### config.mk
export PLATFORM = sky130hd
export DESIGN_NAME = seq_piso_feeder
export DESIGN_NICKNAME = d
export VERILOG_FILES = /design/src/rtl/seq_piso_feeder.sv
export SDC_FILE = /design/constraint.sdc
export NUM_CORES = 1
export LEC_CHECK = 0
export ABC_AREA = 1
export CORE_ASPECT_RATIO = 0.7
export CORE_MARGIN = 2
export CORE_UTILIZATION = 45
export DETAILED_ROUTE_END_ITERATION = 8
export GPL_TIMING_DRIVEN = 0
export PLACE_DENSITY = 0.78
export SLEW_MARGIN = 20
export SYNTH_ARGS = -nofsm -noshare
export SYNTH_HDL_FRONTEND = slang
export SYNTH_SLANG_ARGS = --single-unit
### constraint.sdc
create_clock -name clk -period 2.7 [get_ports clk]
set_input_delay 0.54 -clock clk [delete_from_list [all_inputs] [get_ports clk]]
set_output_delay 0.54 -clock clk [all_outputs]
set_load 0.01 [all_outputs]
### src/rtl/seq_piso_feeder.sv
// Parallel-in/serial-out feeder with a one-word holding register for gap-free streaming.
// Optional even-parity trailer bit per word enabled by defining SEQ_PISO_PARITY_EN.
module seq_piso_feeder #(
  parameter int unsigned WIDTH     = 8,
  parameter bit          MSB_FIRST = 1'b1,
  parameter bit          IDLE_BIT  = 1'b0
) (
  input  logic             clk,
  input  logic             rst,
  input  logic [WIDTH-1:0] data_in,
  input  logic             load_valid,
  output logic             load_ready,
  output logic             out,
  output logic             out_valid,
  output logic             busy
);

  localparam int unsigned CW = $clog2(WIDTH + 1);
`ifdef SEQ_PISO_PARITY_EN
  localparam logic [CW-1:0] LAST = CW'(WIDTH);
`else
  localparam logic [CW-1:0] LAST = CW'(WIDTH - 1);
`endif

  typedef enum logic {IDLE, SHIFT} state_t;

  state_t           state_q, state_d;
  logic [WIDTH-1:0] sh_q, sh_d;
  logic [WIDTH-1:0] hold_q, hold_d;
  logic             hold_full_q, hold_full_d;
  logic [CW-1:0]    cnt_q, cnt_d;
  logic             out_q, out_d;
  logic             out_valid_q, out_valid_d;
`ifdef SEQ_PISO_PARITY_EN
  logic             par_q, par_d;
`endif

  logic             accept;
  logic             ld;
  logic [WIDTH-1:0] ld_word;

  function automatic logic lead_bit(input logic [WIDTH-1:0] w);
    return MSB_FIRST ? w[WIDTH-1] : w[0];
  endfunction

  function automatic logic [WIDTH-1:0] shift_word(input logic [WIDTH-1:0] w);
    return MSB_FIRST ? {w[WIDTH-2:0], IDLE_BIT} : {IDLE_BIT, w[WIDTH-1:1]};
  endfunction

  assign load_ready = !hold_full_q;
  assign accept     = load_valid && load_ready;
  assign out        = out_q;
  assign out_valid  = out_valid_q;
  assign busy       = (state_q == SHIFT) || hold_full_q;

  always_comb begin
    state_d     = state_q;
    sh_d        = sh_q;
    hold_d      = hold_q;
    hold_full_d = hold_full_q;
    cnt_d       = cnt_q;
    out_d       = out_q;
`ifdef SEQ_PISO_PARITY_EN
    par_d       = par_q;
`endif
    ld          = 1'b0;
    ld_word     = data_in;

    case (state_q)
      IDLE: begin
        if (accept) ld = 1'b1;
      end
      SHIFT: begin
        if (cnt_q == LAST) begin
          // Frame end: refill from hold first, else bypass a word arriving this edge.
          if (hold_full_q) begin
            ld          = 1'b1;
            ld_word     = hold_q;
            hold_full_d = 1'b0;
          end else if (accept) begin
            ld = 1'b1;
          end else begin
            state_d = IDLE;
            out_d   = IDLE_BIT;
            cnt_d   = '0;
          end
        end else begin
          cnt_d = cnt_q + CW'(1);
`ifdef SEQ_PISO_PARITY_EN
          if (cnt_q == CW'(WIDTH - 1)) begin
            out_d = par_q;
          end else begin
            out_d = lead_bit(sh_q);
            sh_d  = shift_word(sh_q);
          end
`else
          out_d = lead_bit(sh_q);
          sh_d  = shift_word(sh_q);
`endif
          if (accept) begin
            hold_d      = data_in;
            hold_full_d = 1'b1;
          end
        end
      end
      default: state_d = IDLE;
    endcase

    if (ld) begin
      state_d = SHIFT;
      cnt_d   = '0;
      out_d   = lead_bit(ld_word);
      sh_d    = shift_word(ld_word);
`ifdef SEQ_PISO_PARITY_EN
      par_d   = ^ld_word;
`endif
    end

    out_valid_d = (state_d == SHIFT);
  end

  always_ff @(posedge clk or negedge rst) begin
    if (!rst) begin
      state_q     <= IDLE;
      sh_q        <= '0;
      hold_q      <= '0;
      hold_full_q <= 1'b0;
      cnt_q       <= '0;
      out_q       <= IDLE_BIT;
      out_valid_q <= 1'b0;
`ifdef SEQ_PISO_PARITY_EN
      par_q       <= 1'b0;
`endif
    end else begin
      state_q     <= state_d;
      sh_q        <= sh_d;
      hold_q      <= hold_d;
      hold_full_q <= hold_full_d;
      cnt_q       <= cnt_d;
      out_q       <= out_d;
      out_valid_q <= out_valid_d;
`ifdef SEQ_PISO_PARITY_EN
      par_q       <= par_d;
`endif
    end
  end

endmodule
[Yosys cells after proc, flatten, opt, wreduce, memory -nomap -nowiden]
Index checks and enable logic that the tools add are counted.
Operators by class
  $add $sub $neg: 1
  reduce and logical (&&, ||, !) cells: 9
  bitwise logic cells: 2
  multiplexer cells: 25
  equal/unequal tests: 4
Operators with widths (count)
  $mux 8: 6
  $mux 4: 5
  $mux 1: 13
  $ne 3x3->1 const B: 2
  $reduce_and 3->1: 2
  $add 4x1->4 const B: 1
  $eq 4x3->1 const B: 1
  $reduce_and 2->1: 2
  $reduce_bool 2->1: 2
  $ne 2x2->1 const B: 1
  $not 1->1: 2
  $pmux 1 s2: 1
  $logic_and 1x1->1: 1
  $logic_not 1->1: 1
  $logic_or 1x1->1: 1
Storage, ports and cells
  input port bits: 11
  register bits: 23
  output and inout port bits: 4
  logic and storage cells: 47

[Depth between registers and ports, before layout]
Gate-level depths: netlist of the first run.
  depth after elaboration: 8
  depth in mapped cells: 9
  depth with buffers taken out: 9

[Worst setup path after synthesis of the first run]
No wires, ideal clock.
  path type: reg2reg
  from: register cnt_q[0]
  to: register hold_q[6]
  data required time: 2.574 ns
  setup time: 0.126 ns
  clock period less this slack: 1.370 ns
  buffers on the path: 1
  path slack: 1.330 ns
  arrival time: 1.244 ns
  stages on the path, launching flop included: 9
  path through: dfrtp_1 -> ha_1 -> nand3_4 -> nand2_4 -> inv_4 -> nand2_2 -> buf_6 -> nand2_1 -> o21ai_0
On the way
  word-level cells in the longest chain between the ends: 3
Ends and longest elaborated chain
  start: declaration: RTL line 31  | logic [CW-1:0] cnt_q, cnt_d;
  start signal: assignment: RTL line 139  | cnt_q <= cnt_d;
  $eq 4x3->1: RTL line 74  | if (cnt_q == LAST) begin
  $not 1->1 (no source line)
  $reduce_and 3->1 (no source line)
  end signal: assignment: RTL line 137  | hold_q <= hold_d;
  end: declaration: RTL line 29  | logic [WIDTH-1:0] hold_q, hold_d;
Every way passes these cells.
A chain may end at the register's enable or synchronous reset.

==> impl_metrics.py, run 1 <==
metrics = {
    "grt": {
        "grt_pass1_vias": 871,
        "grt_overflow_total": 0,
        "antenna_found_initial": 0,
        "grtUsageTotal_pct": 17.9,
        "grt_pass1_wl_mm": 3.87,
        "grt_max_degree": 23,
    },
    "placed_design": {
        "globalplace.congestion": 0.811,
        "portBuffers": 14,
        "post-dp-hpwl_mm": 1.67,
        "preCtsSetupSlack_ns": 0.772,
    },
    "timing": {
        "fmax_mhz": 499,
        "slew_headroom_pct": 67.6,
        "hold_ws_ns": 0.167,
        "layout_setup_ws_ns": 0.697,
        "final-setup-viol-count": 0,
        "min_period_ns": 2.00,
        "finalCritPeriodShare_pct": 74.2,
        "worst_pin_slew_ns": 0.486,
        "finClkSkew_ns": 0.00710,
        "finalMaxSlewViolations": 0,
        "finalHoldViolCount": 0,
        "rsz0062_at_grt": "no",
        "setup_tns_ns": 0,
    },
    "routing": {
        "ant_nets": 0,
        "routed_wl_mm": 2.19,
        "drc": 0,
        "wl_per_cell_um": 11.1,
        "vias": 930,
        "dr.pass1.iters": 4,
        "drtIter0Drc": 59,
        "via_per_inst": 4.72,
    },
    "finish": {
        "nets": 177,
        "antenna_cells": 0,
        "drive_above_1_share_pct": 9.20,
        "area_growth_pct": 17.7,
        "final_cell_mix": "nand2_1 (42), inv_1 (22), dfrtp_1 (22), nand3_1 (16), clkdlybuf4s50_1 (13)",
        "final_common_cell": "nand2_1",
        "finish.utilization_pct": 55.0,
    },
    "clocking": {
        "clock_path_buffers": 2,
        "clock_tree.htree_level_count": 1,
        "postCtsSetupBuffers": 0,
        "clock-sinks": 22,
        "clock_latency_ns": 0.31,
        "cts_buffers": 3,
        "cts_root_buffer": "clkbuf_4",
        "cts_resized": 0,
        "cts_tree": "built",
        "hold_buffers": 0,
        "clkTransAtPathRegs_ns": 0.12,
    },
    "worst_setup_path": {
        "crit_chain": "inv_1 -> nand2_1 -> clkdlybuf4s50_1",
        "cp-start-kind": "flip-flop",
        "crit_type": "reg2out",
        "worstRegToRegCells": 8,
        "required_ns": 2.16,
        "arrival_ns": 1.46,
        "slowest_delay_ns": 0.52,
        "crit_slowest_cell": "clkdlybuf4s50_1",
        "end_kind": "output pin",
        "regToRegStartpoint": "cnt_q[0]",
        "path_buf_inv": 2,
        "worst_r2r_endpoint": "hold_q[6]",
        "regToRegSetupSlack_ns": 1.13,
        "critical-path-top-delay-family": "buffers and inverters",
        "path_max_fanout": 5,
        "cp.depth": 3,
    },
    "floorplan": {
        "core_region_area_mm2": 0.00242,
        "die_w_um": 63.9,
        "start_util_pct": 46.7,
        "rows": 15,
        "die_height_um": 45.9,
        "die_area_mm2": 0.00294,
        "ioPinCount": 15,
    },
    "synthesis": {
        "ys_warn_count": 0,
        "syn_avg_cell_area_um2": 7.75,
        "synth_seq_cells": 22,
        "synth_cells": 146,
        "netlist_area_mm2": 0.00113,
        "ys_types": 19,
        "yosysSeqAreaShare_pct": 48.7,
        "syn_nets": 158,
    },
    "power_and_ir_drop": {
        "peakVddDrop_mv": 0.303,
        "finalPower_mw": 1.16,
        "p_leak_nw": 0.706,
        "pwr_density_cell_mw_per_mm2": 875,
    },
    "run_status": {
        "status": "finished, final reports clean",
    },
    "job": {
        "maxCapViolCount": 0,
    },
    "min_path": {
        "min-delay-path-class": "in2async",
    },
}
## report_power, final
group	switching (mW)	total (mW)	internal [mW]
Clock	0.0958	0.148	0.0522
Sequential	0.0935	0.567	0.473
Combinational	0.264	0.450	0.185
## metrics by stage
step	cell area (um2)	std cells
floorplan	1130	146
global placement	1310	194
detailed placement	1310	194
CTS	1340	197
global route	1330	197
finish	1330	197
## cell usage after synthesis (all sizes together)
cell    instances  area share, %
dfrtp          22             49
o21ai          16            7.1
nand3          17            8.6
a21oi           5            2.2
and3            1           0.55
buf             1            1.0
nand2          46             17
nor2           10            3.5
ha              1            1.1
clkinv          1           0.77
nor3            1           0.44
inv            25            8.5
## how the worst max path moves through the flow
stage	from	endpoint	slack, ns
finish	out_valid	busy	0.70
global route	out_valid	busy	0.61
CTS	out_valid	busy	0.69
detailed placement	load_valid	hold_q[6]	0.77
global placement	load_valid	hold_q[6]	0.80
floorplan	cnt_q[0]	hold_q[6]	1.33
## state kept, by name, summed over array words and instances (netlist names)
register	flops
hold_q	8
hold_full_q	1
cnt_q	4
sh_q	7
out	1
out_valid	1
## final cells by class
| cell class | instances | area [um2] |
|---|---|---|
| timing repair buffer | 14 | 135 |
| inverter | 26 | 105 |
| fill | 243 | 1090 |
| clock buffer | 3 | 22.5 |
| buffer | 1 | 11.3 |
| multi-input combinational | 97 | 464 |
| sequential | 22 | 551 |
| tap | 34 | 42.5 |
## layer usage
layer | GRT usage, % | vias up | share of wire, %
met5 | 0 | - | 0
met4 | 4.78 | 0 | 0.32
met3 | 5.20 | 2 | 4.8
met2 | 30.0 | 21 | 48
met1 | 23.2 | 413 | 47
li1 | - | 494 | -
## logic make-up (layout without fill, tap and decap cells)
group / after synthesis / after routing / share of synthesized area [%]
AOI/OAI and AO/OA: 21 / 21 / 9.29
DFF: 22 / 22 / 48.7
buffers and inverters: 27 / 44 / 10.3
and+or+nand+nor: 75 / 75 / 30.6
adders and majority gates: 1 / 1 / 1.11
(Power assumes the default switching activity.)
==> inputs of run 2 (changes only) <==
--- a/config.mk
+++ b/config.mk
@@ -11,7 +11,7 @@
 export CORE_UTILIZATION = 45
 export DETAILED_ROUTE_END_ITERATION = 8
 export GPL_TIMING_DRIVEN = 0
-export PLACE_DENSITY = 0.78
+export PLACE_DENSITY = 0.81
 export SLEW_MARGIN = 20
 export SYNTH_ARGS = -nofsm -noshare
 export SYNTH_HDL_FRONTEND = slang
==> constraint.sdc (replaced) <==
create_clock -name clk -period 1.8 [get_ports clk]
set_input_delay 0.36 -clock clk [delete_from_list [all_inputs] [get_ports clk]]
set_output_delay 0.36 -clock clk [all_outputs]
set_load 0.01 [all_outputs]
==> impl_metrics.py, run 2 (synthesis results as in run 1) <==
metrics = {
    "timing": {
        "min_period_ns": 1.67,
        "finalMaxSlewViolations": 0,
        "worst_pin_slew_ns": 0.489,
        "setup_tns_ns": 0,
        "slew_headroom_pct": 67.4,
        "finalHoldViolCount": 0,
        "finClkSkew_ns": 0.00642,
        "rsz0062_at_grt": "no",
        "hold_ws_ns": 0.497,
        "fmax_mhz": 598,
        "final-setup-viol-count": 0,
        "finalCritPeriodShare_pct": 93.0,
    },
    "finish": {
        "final_common_cell": "nand2_1",
        "largest_reg_flops": 8,
        "antenna_cells": 0,
        "nets": 178,
        "top_regs": "hold_q: 8 flops, sh_q: 7 flops, cnt_q: 4 flops",
        "nFillCells": 231,
        "area_growth_pct": 20.4,
        "final_cell_mix": "nand2_1 (42), inv_1 (22), dfrtp_1 (21), nand3_1 (16)",
        "drive_above_1_share_pct": 10.3,
        "regMostFlops": "hold_q",
    },
    "placed_design": {
        "portBuffers": 14,
        "post-dp-hpwl_mm": 1.67,
        "globalplace.congestion": 0.820,
    },
    "worst_setup_path": {
        "regToRegStartpoint": "cnt_q[0]",
        "worst_r2r_endpoint": "hold_q[6]",
        "crit_type": "reg2out",
        "slowest_delay_ns": 0.55,
        "path_buf_inv": 1,
        "worstRegToRegCells": 8,
        "critical-path-top-delay-family": "buffers and inverters",
        "end_kind": "output pin",
        "crit_slowest_cell": "clkdlybuf4s50_1",
        "regToRegSetupSlack_ns": 0.26,
        "arrival_ns": 1.31,
        "crit_chain": "clkdlybuf4s50_1",
        "path_max_fanout": 5,
        "cp-start-kind": "flip-flop",
        "required_ns": 1.44,
    },
    "floorplan": {
        "start_util_pct": 46.7,
        "rows": 15,
        "core_region_area_mm2": 0.00242,
        "ioPinCount": 15,
        "die_w_um": 63.9,
        "die_area_mm2": 0.00294,
        "die_height_um": 45.9,
    },
    "grt": {
        "grt_overflow_total": 0,
        "grt_max_degree": 23,
        "antenna_found_initial": 0,
        "grtUsageTotal_pct": 18.0,
        "grt_pass1_vias": 897,
        "grt_pass1_wl_mm": 3.85,
    },
    "min_path": {
        "hold_start": "hold_q[2]",
        "hold_end": "hold_q[2]",
        "min-delay-path-class": "reg2reg",
        "whs_path_depth": 2,
    },
    "routing": {
        "vias": 975,
        "via_per_inst": 4.90,
        "routed_wl_mm": 2.18,
        "wl_per_cell_um": 10.9,
        "drc": 0,
        "ant_nets": 0,
        "drtIter0Drc": 55,
        "dr.pass1.iters": 4,
    },
    "power_and_ir_drop": {
        "pwr_density_cell_mw_per_mm2": 1330,
        "peakVddDrop_mv": 0.572,
        "p_leak_nw": 0.732,
    },
    "run_status": {
        "status": "finished, final reports clean",
    },
    "clocking": {
        "clkTransAtPathRegs_ns": 0.12,
        "postCtsSetupBuffers": 0,
        "clock_tree.htree_level_count": 1,
        "cts_root_buffer": "clkbuf_4",
        "clock_latency_ns": 0.32,
        "clock_path_buffers": 2,
        "cts_buffers": 3,
        "clock-sinks": 22,
        "cts_tree": "built",
    },
    "job": {
        "maxCapViolCount": 0,
    },
}
==> run 2: changes by cell type in the layout (fill, tap and decap cells not counted) <==
| cell | before | now |
|---|---|---|
| dlymetal6s2s_1 | 0 | 2 |
| clkbuf_8 | 0 | 1 |
| clkdlybuf4s50_1 | 13 | 11 |
| dfrtp_2 | 0 | 1 |
| dlygate4sd3_1 | 0 | 1 |
| dfrtp_1 | 22 | 21 |
==> run 2: per-layer routing <==
metal,vias up,GRT usage [%],routed length [um]
met5,-,0,0
met4,0,7.83,39
met3,6,5.20,96
met2,12,32.1,1070
met1,459,20.8,968
li1,498,-,-
==> run 2: what timing repair did <==
action | CTS | global route
gates resized for setup | 1 | 2
hold buffers | 0 | 1
hold endpoints to repair | 0 | 22
setup endpoints to repair | 1 | 2
==> run 2: cell type report <==
type	instances	area, um2	share of cell area [%]
multi-input combinational	97	464	34.1
buffer	1	11.3	0.827
tap	34	42.5	3.12
inverter	26	105	7.72
sequential	22	552	40.5
timing repair buffer	15	150	11.0
clock buffer	4	36.3	2.67
==> run 2: power by group <==
part | switching [mW] | internal [mW] | total [mW]
logic | 0.400 | 0.278 | 0.678
registers | 0.137 | 0.710 | 0.846
clock network | 0.158 | 0.124 | 0.282
==> run 2: metrics by stage <==
step	worst slack [ns]	instances	total power [mW]	utilization (%)	instance area, um2
2_1_floorplan	0.430	146	1.34	-	1130
4_1_cts	0.0271	198	1.83	55.8	1350
3_5_place_dp	0.0670	194	1.55	54.3	1310
5_1_grt	0.0563	199	1.99	56.2	1360
6_report	0.127	199	1.81	56.2	1360
3_3_place_gp	0.0810	194	1.49	54.3	1310
==> run 2: worst max-delay path by stage <==
stage / startpoint / endpoint / slack (ns) / cells past startpoint
after floorplan: cnt_q[0] / hold_q[6] / 0.43 / 8
after global placement: load_valid / hold_q[6] / 0.08 / 7
after detailed placement: load_valid / hold_q[6] / 0.07 / 7
after CTS: out_valid / busy / 0.03 / 3
after global routing: out_valid / out_valid / 0.06 / 1
final: out_valid / out_valid / 0.13 / 1
==> inputs of run 3 (changes only) <==
--- a/config.mk
+++ b/config.mk
@@ -8,10 +8,10 @@
 export ABC_AREA = 1
 export CORE_ASPECT_RATIO = 0.7
 export CORE_MARGIN = 2
-export CORE_UTILIZATION = 45
+export CORE_UTILIZATION = 48
 export DETAILED_ROUTE_END_ITERATION = 8
 export GPL_TIMING_DRIVEN = 0
-export PLACE_DENSITY = 0.81
+export PLACE_DENSITY = 0.85
 export SLEW_MARGIN = 20
 export SYNTH_ARGS = -nofsm -noshare
 export SYNTH_HDL_FRONTEND = slang
==> impl_metrics.py, run 3 (synthesis results as in run 1) <==
metrics = {
    "run_status": {
        "status": "finished, violations left",
        "failed_checks": "hold timing",
    },
    "floorplan": {
        "core_region_area_mm2": 0.00219,
        "die_height_um": 44.6,
        "start_util_pct": 51.7,
        "rows": 14,
        "die_area_mm2": 0.00277,
        "ioPinCount": 15,
        "die_w_um": 62.0,
    },
    "power_and_ir_drop": {
        "pwr_density_cell_mw_per_mm2": 1320,
        "p_leak_nw": 0.705,
        "peakVddDrop_mv": 0.521,
    },
    "timing": {
        "setup_tns_ns": 0,
        "rsz0062_at_grt": "no",
        "worst_pin_slew_ns": 0.477,
        "min_period_ns": 1.69,
        "finalHoldViolCount": 11,
        "finalMaxSlewViolations": 0,
        "finalCritPeriodShare_pct": 93.8,
        "final-setup-viol-count": 0,
        "slew_headroom_pct": 68.2,
        "fmax_mhz": 592,
        "finClkSkew_ns": 0.00920,
        "hold_ws_ns": -0.0135,
    },
    "clocking": {
        "clock_tree.htree_level_count": 1,
        "hold_buffers": 0,
        "cts_tree": "built",
        "clock-sinks": 22,
        "cts_buffers": 3,
        "cts_root_buffer": "clkbuf_4",
        "clock_latency_ns": 0.31,
        "clock_path_buffers": 2,
        "clkTransAtPathRegs_ns": 0.12,
    },
    "worst_setup_path": {
        "crit_chain": "inv_2 -> clkdlybuf4s50_1",
        "end_kind": "output pin",
        "path_buf_inv": 2,
        "arrival_ns": 1.33,
        "required_ns": 1.44,
        "path_max_fanout": 4,
        "cp-start-kind": "flip-flop",
        "critical-path-top-delay-family": "buffers and inverters",
        "slowest_delay_ns": 0.52,
        "crit_slowest_cell": "clkdlybuf4s50_1",
        "crit_type": "reg2out",
    },
    "routing": {
        "vias": 952,
        "ant_nets": 0,
        "wl_per_cell_um": 11.3,
        "dr.pass1.iters": 4,
        "via_per_inst": 4.88,
        "drtIter0Drc": 70,
        "routed_wl_mm": 2.21,
        "drc": 0,
    },
    "grt": {
        "grt_pass1_vias": 780,
        "grt_overflow_total": 0,
        "grtUsageTotal_pct": 18.8,
        "antenna_found_initial": 0,
        "grt_pass1_wl_mm": 3.62,
        "grt_max_degree": 23,
    },
    "job": {
        "maxCapViolCount": 0,
    },
    "finish": {
        "regMostFlops": "hold_q",
        "antenna_cells": 0,
        "area_growth_pct": 17.8,
        "final_cell_mix": "nand2_1 (42), inv_1 (22), dfrtp_1 (21), nand3_1 (16), clkdlybuf4s50_1 (12)",
        "largest_reg_flops": 8,
        "nets": 177,
        "final_common_cell": "nand2_1",
        "drive_above_1_share_pct": 9.82,
        "top_regs": "hold_q: 8 flops, sh_q: 7 flops, cnt_q: 4 flops",
    },
    "min_path": {
        "min-delay-path-class": "in2async",
    },
    "placed_design": {
        "globalplace.congestion": 0.805,
        "post-dp-hpwl_mm": 1.67,
        "portBuffers": 14,
    },
}
-- run 3: cell types whose count changed in the layout (fill, tap and decap cells not counted), sizes merged --
cell / previous run / this run
clkbuf: 4 / 3
clkdlybuf4s50: 11 / 12
dlygate4sd3: 1 / 0
dlymetal6s2s: 2 / 1
-- run 3: final cells by class --
type                       count  area (um2)
tap                           32        40.0
fill                         213         857
timing repair buffer          14         138
buffer                         1        11.3
multi-input combinational     97         464
inverter                      26         105
sequential                    22         552
clock buffer                   3        22.5
-- run 3: power breakdown --
| group | total [mW] | internal [mW] | switching (mW) |
|---|---|---|---|
| clock | 0.219 | 0.0782 | 0.141 |
| sequential | 0.851 | 0.710 | 0.141 |
| combinational | 0.689 | 0.278 | 0.410 |
| total | 1.76 | 1.07 | 0.692 |
-- run 3: metrics by stage --
step	setup slack, ns	area (um2)	utilization (%)	std cells	power [mW]
floorplan	0.430	1130	-	146	1.34
global placement	0.0757	1310	59.9	192	1.49
detailed placement	0.0709	1310	59.9	192	1.56
CTS	0.0319	1340	61.0	195	1.78
global route	0.0298	1330	60.9	195	1.93
finish	0.111	1330	60.9	195	1.76
-- run 3: per-layer routing --
| metal | GRT usage (%) | vias up | part of all wire, % |
|---|---|---|---|
| li1 | - | 492 | - |
| met1 | 24.5 | 430 | 46 |
| met2 | 30.0 | 28 | 48 |
| met3 | 5.26 | 2 | 5.4 |
| met4 | 6.38 | 0 | 0.59 |
| met5 | 0 | - | 0 |
-- run 3: timing repair --
item	in CTS	in global routing
gates resized for setup	1	1
setup buffers	0	0
setup endpoints to repair	1	1
-- run 3: worst register-to-register path: stages, from the launching register on --
cell	delay [ns]
dfrtp_1	0.43
ha_1	0.28
nand3_4	0.14
nand2_4	0.12
inv_4	0.11
nand2_2	0.08
buf_6	0.16
nand2_1	0.05
o21ai_0	0.07
-- run 3: worst paths after layout --
kind | from | end | slack, ns | depth (start not counted)
max | hold_full_q | load_ready | 0.11 | 2
min | rst | hold_q[7] | -0.01 | 1
max reg2reg | cnt_q[0] | hold_q[6] | 0.26 | 8
min reg2reg | hold_q[2] | hold_q[2] | 0.49 | 2
max in group asynchronous | rst | out_valid | 1.47 | 1
min in group clk | hold_q[2] | hold_q[2] | 0.49 | 2
